**config.mk**
```make
export PLATFORM = sky130hd
export DESIGN_NAME = dmem_ctrl
export DESIGN_NICKNAME = d
export VERILOG_FILES = /design/src/rtl/dmem_ctrl.sv
export SDC_FILE = /design/constraint.sdc
export NUM_CORES = 1
export LEC_CHECK = 0
export BUFFER_PORTS_ARGS = -buffer_cell sky130_fd_sc_hd__buf_2
export CORE_MARGIN = 2
export CORE_UTILIZATION = 45
export DETAILED_ROUTE_END_ITERATION = 8
export PLACE_DENSITY = 0.76
export RECOVER_POWER = 50
export SYNTH_ARGS = -nofsm -noshare
export SYNTH_HDL_FRONTEND = slang
export SYNTH_SLANG_ARGS = --single-unit
```
**constraint.sdc**
```tcl
create_clock -name clk -period 4.4 [get_ports clk]
set_input_delay 0.88 -clock clk [delete_from_list [all_inputs] [get_ports clk]]
set_output_delay 0.88 -clock clk [all_outputs]
set_load 0.1 [all_outputs]
```
**src/rtl/dmem_ctrl.sv**
```systemverilog
// dmem_ctrl: data-memory bus controller behind the MEM stage.
// It turns one load or store per instruction into a req/ack bus transaction.
// It places store bytes in their lanes and right-aligns load data.
// While the bus is busy it holds the pipeline through stall_req.
module dmem_ctrl #(
  parameter int TIMEOUT = 255
) (
  input  logic        clk,
  input  logic        rst,
  input  logic [31:0] raddr,
  input  logic        rd_en,
  input  logic [1:0]  rd_size,
  input  logic [31:0] ram_waddr,
  input  logic [31:0] ram_wdata,
  input  logic        ram_wreg,
  input  logic [1:0]  st_size,
  input  logic        hold_i,
  output logic [31:0] rdata,
  output logic        stall_req,
  output logic        misalign,
  output logic        bus_err,
  output logic        bus_req,
  output logic        bus_we,
  output logic [31:0] bus_addr,
  output logic [3:0]  bus_be,
  output logic [31:0] bus_wdata,
  input  logic [31:0] bus_rdata,
  input  logic        bus_ack
);

  typedef enum logic [1:0] {IDLE, RD_WAIT, WR_WAIT, DONE} state_t;

  state_t      state_q, state_d;

  logic        sel_st, acc_valid, acc_mis, acc_go;
  logic [31:0] acc_addr;
  logic [1:0]  acc_size;
  logic [3:0]  acc_be;
  logic [31:0] acc_wdata;

  logic [1:0]  lat_off;
  logic [1:0]  lat_size;
  logic [7:0]  wait_cnt;
  logic        in_wait, timeout_hit;
  logic [31:0] rd_shift, rd_aligned, rdata_q;

  // Select the access this cycle (a store beats a load) and decode its alignment, lanes and data.
  always_comb begin
    // NOTE: every signal gets a default before the case so no latch is inferred.
    acc_mis   = 1'b0;
    acc_be    = 4'b1111;
    acc_wdata = ram_wdata;
    sel_st    = ram_wreg;
    acc_valid = ram_wreg | rd_en;
    acc_addr  = sel_st ? ram_waddr : raddr;
    acc_size  = sel_st ? st_size : rd_size;
    case (acc_size)
      2'b00: begin
        acc_be    = 4'b0001 << acc_addr[1:0];
        acc_wdata = {4{ram_wdata[7:0]}};
      end
      2'b01: begin
        acc_mis   = acc_addr[0];
        acc_be    = 4'b0011 << acc_addr[1:0];
        acc_wdata = {2{ram_wdata[15:0]}};
      end
      2'b10:   acc_mis = |acc_addr[1:0];
      default: acc_mis = 1'b1;
    endcase
    acc_go = acc_valid & ~acc_mis;
  end

  assign in_wait     = (state_q == RD_WAIT) || (state_q == WR_WAIT);
  assign timeout_hit = in_wait && (wait_cnt == 8'(TIMEOUT - 1));

  // Right-align the returned word for the latched offset and clear the bits above the access size.
  always_comb begin
    rd_shift = bus_rdata >> {lat_off, 3'b000};
    case (lat_size)
      2'b00:   rd_aligned = {24'h0, rd_shift[7:0]};
      2'b01:   rd_aligned = {16'h0, rd_shift[15:0]};
      default: rd_aligned = rd_shift;
    endcase
  end

  // State register.
  always_ff @(posedge clk) begin
    // NOTE: sequential state uses non-blocking assignments so every flop samples pre-edge values.
    if (rst) state_q <= IDLE;
    else     state_q <= state_d;
  end

  // Next state: launch, wait for ack or timeout, then park in DONE until the pipeline moves.
  always_comb begin
    state_d = state_q;
    case (state_q)
      IDLE:             if (acc_go) state_d = sel_st ? WR_WAIT : RD_WAIT;
      RD_WAIT, WR_WAIT: if (bus_ack || timeout_hit) state_d = DONE;
      DONE:             if (!hold_i) state_d = IDLE;
      default:          state_d = IDLE;
    endcase
  end

  // Combinational outputs: stall while a transaction is pending, flag misalignment on the spot.
  always_comb begin
    stall_req = 1'b0;
    misalign  = 1'b0;
    rdata     = rdata_q;
    if (!rst) begin
      case (state_q)
        IDLE: begin
          if (acc_go) begin
            stall_req = 1'b1;
          end else if (acc_valid) begin
            misalign = 1'b1;
            rdata    = 32'h0;
          end
        end
        RD_WAIT, WR_WAIT: stall_req = 1'b1;
        default: ;
      endcase
    end
  end

  // Bus request fields, wait counter, load data and the error pulse.
  always_ff @(posedge clk) begin
    if (rst) begin
      bus_req   <= 1'b0;
      bus_we    <= 1'b0;
      bus_addr  <= 32'h0;
      bus_be    <= 4'h0;
      bus_wdata <= 32'h0;
      lat_off   <= 2'b00;
      lat_size  <= 2'b00;
      wait_cnt  <= 8'h0;
      rdata_q   <= 32'h0;
      bus_err   <= 1'b0;
    end else begin
      bus_err <= 1'b0;
      case (state_q)
        IDLE: begin
          if (acc_go) begin
            bus_req   <= 1'b1;
            bus_we    <= sel_st;
            bus_addr  <= {acc_addr[31:2], 2'b00};
            bus_be    <= acc_be;
            bus_wdata <= acc_wdata;
            lat_off   <= acc_addr[1:0];
            lat_size  <= acc_size;
            wait_cnt  <= 8'h0;
          end
        end
        RD_WAIT, WR_WAIT: begin
          if (bus_ack) begin
            bus_req <= 1'b0;
            if (state_q == RD_WAIT) rdata_q <= rd_aligned;
          end else if (timeout_hit) begin
            bus_req <= 1'b0;
            rdata_q <= 32'h0;
            bus_err <= 1'b1;
          end else begin
            wait_cnt <= wait_cnt + 8'd1;
          end
        end
        default: ;
      endcase
    end
  end

endmodule

```
==> impl_metrics.json, run 1 <==
{
  "grt_pass1_vias": 5580,
  "route.detailed.drc": 0,
  "placed_area_um2": 7584,
  "portBuffers": 240,
  "pre_cts_ws_ns": 0.6845,
  "grt-ovfl-total": 0,
  "setup_violations": 0,
  "tns_ns": 0,
  "post-route-util_pct": 63.73,
  "grt_pass1_wl_mm": 27.23,
  "die_area_um2": 13910,
  "slew_headroom_pct": -6.852,
  "drt-met1-wl_mm": 7.130,
  "vias_per_cell": 5.362,
  "wl_per_cell_um": 15.60,
  "required_ns": 3.52,
  "first_iter_violations": 434,
  "status": "complete, but fails checks",
  "synth_seq_area_share_pct": 39.40,
  "synth_seq_cells": 115,
  "drive_gt1_share_pct": 24.36,
  "netlist_instances": 712,
  "worst_slack_ns": 0.5873,
  "crit_chain": "buf_2 -> mux2i_1 -> nand2_1 -> o211ai_1 -> buf_4 -> and2_1 -> buf_12",
  "diodes": 0,
  "leakage_nw": 3.207,
  "cts_resized": 0,
  "yosysWarningCount": 0,
  "cts_root_buffer": "clkbuf_16",
  "area_delta_synth_final_pct": 38.20,
  "startpoint_type": "input pin",
  "min_from": "rdata_q[4]",
  "fmax_ghz": 0.2623,
  "cp_slowest_cell": "mux2i_1",
  "start_util_pct": 46.11,
  "drt-total-wl_mm": 17.22,
  "power.density_nw_per_um2": 594.2,
  "cp_max_fo": 33,
  "max-cap-violations": 1,
  "netlist.area_leader.share_pct": 39.40,
  "synthFlopType": "dfxtp_1",
  "die_y_um": 118.0,
  "clk_pin_slew_ns": 0.05,
  "ir_drop_mv": 0.4424,
  "critPathLaunch": "ram_wreg",
  "cts_setup_buffers": 0,
  "clock_skew_ns": 0.01046,
  "clock_sinks": 115,
  "hold_slack_ns": 0.4469,
  "firstDrtPassIters": 7,
  "hpwl_mm": 12.34,
  "tightest_slew_ns": 1.603,
  "final_nets": 1066,
  "cts_buffers": 17,
  "syn_area_um2": 5843,
  "r2r_slack_ns": 1.67,
  "htreeDepth": 4,
  "gp_congestion": 0.8580,
  "period_share_pct": 86.65,
  "final_cells": 1104,
  "finalHoldViolCount": 0,
  "fin_crit_ns": 3.813,
  "grt_max_degree": 64,
  "clk_latency_ns": 0.41,
  "synth_edf_count": 0,
  "endpoint_kind": "output pin",
  "ys_types": 49,
  "postSynthAreaPerCell_um2": 8.207,
  "critPathArrivalTime_ns": 2.93,
  "synth-async-reset-ratio_pct": 0,
  "post-place-cells": 1074,
  "synth_area_leaders": "dfxtp_1, mux2i_1, nand2_1",
  "core_um2": 12670,
  "clk_path_buf_depth": 2,
  "synth_top_area_cell": "dfxtp_1",
  "num_vias": 5920,
  "num_rows": 41,
  "stdcell_area_um2": 8075,
  "worstSetupPathType": "input pin to output pin",
  "track_usage_pct": 23.90,
  "failed_checks": "capacitance limit, slew limit",
  "ant_nets": 0,
  "met2_length_mm": 8.216,
  "r2r-start": "state_q[0]",
  "hp-class": "register to register",
  "cpPeakStageDelay_ns": 0.62,
  "highest_layer": "met4",
  "die_w_um": 118.0,
  "antenna_found_initial": 0,
  "rsz0062_at_grt": "false",
  "power.total_mw": 4.799,
  "cts_tree": "yes",
  "drv_slew": 41,
  "ios": 243,
  "wl_met3_mm": 1.503,
  "cts_hold_buf": 0
}
worst paths after layout:
path	depth (start not counted)	to
setup / recovery	7	rdata[19]
hold / removal	2	rdata_q[4]
setup reg to reg	8	bus_wdata[30]
hold reg to reg	2	rdata_q[4]
state kept, by name, summed over array words and instances (netlist names):
register and count:
bus_req 1, lat_off 2, bus_addr 30, state_q 2, lat_size 2, rdata_q 32, bus_be 4, bus_err 1
wait_cnt 8, bus_wdata 32, bus_we 1
logic make-up (layout without fill, tap and decap cells):
kind of cell,Yosys count,count (layout),share of synthesized area [%]
buffers and inverters,67,286,5.096
and+or+nand+nor,283,283,22.33
DFF,115,115,39.40
AOI/OAI and AO/OA,170,170,19.23
muxes,69,69,12.38
adders and majority gates,7,7,1.499
other,1,2,0.06418
where the power goes:
part           switching (mW)  internal [mW]  total (mW)
clock network           0.472          0.912        1.38
registers               0.111           1.20        1.31
logic                    1.69          0.418        2.10
total                    2.27           2.53        4.80
synth_stat cells (2+ instances only):
cell type  number
or4_1           2
o2111ai_1       9
mux2_2          9
clkbuf_1       42
a211oi_1       41
o21a_1          3
nand2_1       108
buf_4           5
buf_1           2
nand3_1        32
o211ai_1        2
ha_1            7
inv_1           5
and2_1         33
nor3_1          7
a311o_1         9
nand4_1         3
a311oi_1       12
buf_2          10
a21oi_1        63
nor2_1         72
o21ai_0        20
nand4b_1        2
mux2i_2         3
nand2b_1        5
a31oi_1         5
mux2_4          2
or3_1           9
mux2i_1        55
dfxtp_1       115
buf_6           2
worst max-delay path: cells and delay by family:
kind,cells,cell delay [ns]
buf+inv,3,0.79
compound gates,1,0.21
simple gates,2,0.42
mux,1,0.62
cell usage in the layout, fill, tap and decap left out, drive strengths merged, types with 5 or more instances in the layout:
master   instances
buf            179
nor2            73
a311oi          13
a21oi           63
nand2b           5
nor3             8
a31oi            5
a211oi          41
clkbuf          92
mux2i           58
ha               7
o21ai           20
inv              5
nand3           32
o2111ai          9
and2            34
dfxtp          115
mux2            11
or3              9
a311o            9
nand2          108
final cells by class:
| type | count | area (µm²) |
|---|---|---|
| fillers | 1141 | 4596 |
| repair buffers | 250 | 1678 |
| flip-flops and latches | 115 | 2302 |
| well taps | 172 | 215.2 |
| clock buffers | 21 | 460.4 |
| inverters | 6 | 22.52 |
| clock inverters | 9 | 131.4 |
| multi-input cells | 531 | 3266 |
layer usage:
layer | global-route usage (%) | vias up
met3 | 7.849 | 31
met5 | 0 | -
met2 | 40.08 | 256
met4 | 10.54 | 0
met1 | 27.77 | 2685
li1 | - | 2948
Note: power is estimated with default switching activity, not from simulation.
==> inputs of run 2 (changes only) <==
==> constraint.sdc (replaced) <==
create_clock -name clk -period 4.2 [get_ports clk]
set_input_delay 0.84 -clock clk [delete_from_list [all_inputs] [get_ports clk]]
set_output_delay 0.84 -clock clk [all_outputs]
set_load 0.1 [all_outputs]
==> impl_metrics.json, run 2 (same netlist as run 1, synthesis figures left out) <==
{
  "tns_ns": 0,
  "grt_pass1_vias": 5670,
  "power.density_nw_per_um2": 623.1,
  "worstHoldPathCells": 2,
  "cts_resized": 0,
  "reg_top3": "bus_wdata (32), rdata_q (32), bus_addr (30)",
  "firstDrtPassIters": 5,
  "cts_setup_buffers": 0,
  "pre_cts_ws_ns": 0.6615,
  "cp_num_buf_inv": 2,
  "num_vias": 5997,
  "endpoint_kind": "output pin",
  "cpPeakStageDelay_ns": 0.54,
  "setup_violations": 0,
  "wl_per_cell_um": 15.53,
  "r2r_end": "bus_addr[23]",
  "antenna_found_initial": 1,
  "drt-total-wl_mm": 17.20,
  "hpwl_mm": 12.22,
  "period_share_pct": 90.51,
  "cp_top_family": "buffers and inverters",
  "drv_slew": 41,
  "cts_root_buffer": "clkbuf_16",
  "clk_path_buf_depth": 2,
  "finalHoldViolCount": 0,
  "min_to": "rdata_q[24]",
  "track_usage_pct": 24.49,
  "clock_skew_ns": 0.006197,
  "die_w_um": 118.0,
  "slew_headroom_pct": -5.254,
  "critPathMostFrequentCell": "buf_2",
  "diodes": 0,
  "critPathArrivalTime_ns": 2.96,
  "ff2ff_path_depth": 9,
  "r2r-start": "state_q[1]",
  "cts_hold_buf": 0,
  "area_delta_synth_final_pct": 38.09,
  "post-route-util_pct": 63.68,
  "hp-class": "register to register",
  "worst_slack_ns": 0.3985,
  "fin_crit_ns": 3.801,
  "cp_slowest_cell": "mux2_1",
  "num_rows": 41,
  "clock_sinks": 115,
  "most-common-layout-cells": "buf_2, dfxtp_1, nand2_1",
  "status": "complete, but fails checks",
  "startpoint_type": "input pin",
  "clk_pin_slew_ns": 0.05,
  "ir_drop_mv": 0.4660,
  "gp_congestion": 0.8562,
  "cts_tree": "yes",
  "ant_nets": 0,
  "htreeDepth": 4,
  "crit_chain": "buf_2 -> mux2_1 -> nor4_1 -> nor2_2 -> a211oi_2 -> buf_2",
  "n_fill_cell": 1131,
  "fmax_ghz": 0.2631,
  "die_area_um2": 13910,
  "die_y_um": 118.0,
  "max-cap-violations": 1,
  "cp_max_fo": 14,
  "worstSetupPathType": "input pin to output pin",
  "grt_pass1_wl_mm": 27.77,
  "tightest_slew_ns": 1.579,
  "grt_max_degree": 64,
  "grt-ovfl-total": 0,
  "final_nets": 1068,
  "min_from": "rdata_q[24]",
  "rsz0062_at_grt": "false",
  "failed_checks": "capacitance limit, slew limit",
  "leakage_nw": 3.223,
  "ios": 243,
  "clk_latency_ns": 0.41,
  "route.detailed.drc": 0,
  "first_iter_violations": 428,
  "portBuffers": 240,
  "final_common_cell": "buf_2",
  "r2r_slack_ns": 1.37,
  "required_ns": 3.36,
  "start_util_pct": 46.11,
  "cts_buffers": 17,
  "drive_gt1_share_pct": 24.47,
  "core_um2": 12670,
  "vias_per_cell": 5.412
}
run 2: worst register-to-register path, cell delays in order, from the launching register on:
cell and delay, ns:
dfxtp_1 0.34, inv_1 0.11, ha_1 0.30, o21ai_0 0.24
nor4_1 0.40, buf_4 0.22, nand2b_4 0.47, buf_4 0.35
nor2_1 0.06, a211oi_1 0.24
run 2: power by group:
group / switching, mW / internal [mW]
combinational: 1.76 / 0.440
clock: 0.497 / 0.959
sequential: 0.116 / 1.26
total: 2.37 / 2.66
run 2: per-layer routing:
metal	routed length, µm	share of wire (%)	track usage [%]	up-vias
li1	-	-	-	2958
met3	1397	8.1	8.430	18
met4	232	1.3	8.057	0
met1	7119	41	29.38	2775
met2	8454	49	40.99	246
met5	0	0	0	-
run 2: metrics by stage:
stage	area [µm²]	hold WS (ns)	cells	total power, mW
detailed placement	7599	0.4419	1076	3.633
finish	8069	0.4498	1108	5.028
global route	8069	0.4622	1108	5.258
CTS	8194	0.4491	1108	5.096
global placement	7599	0.4367	1076	3.614
floorplan	5852	0.4273	713	3.211
run 2: final cells by class:
type                       count  area [µm²]  area share [%]
clock buffer                  22       464.2           5.753
clock inverter                10       131.4           1.628
inverter                       6       22.52          0.2791
multi-input combinational    531        3241           40.16
sequential                   115        2302           28.53
tap                          172       215.2           2.667
timing repair buffer         252        1693           20.98
run 2: worst max path at each step:
stage / from / to / cells after the start
after floorplan: ram_wreg / stall_req / 6
after global placement: ram_wreg / stall_req / 6
after detailed placement: ram_wreg / rdata[11] / 7
after CTS: ram_wreg / rdata[29] / 7
after global routing: ram_wreg / stall_req / 6
final: ram_wreg / stall_req / 6
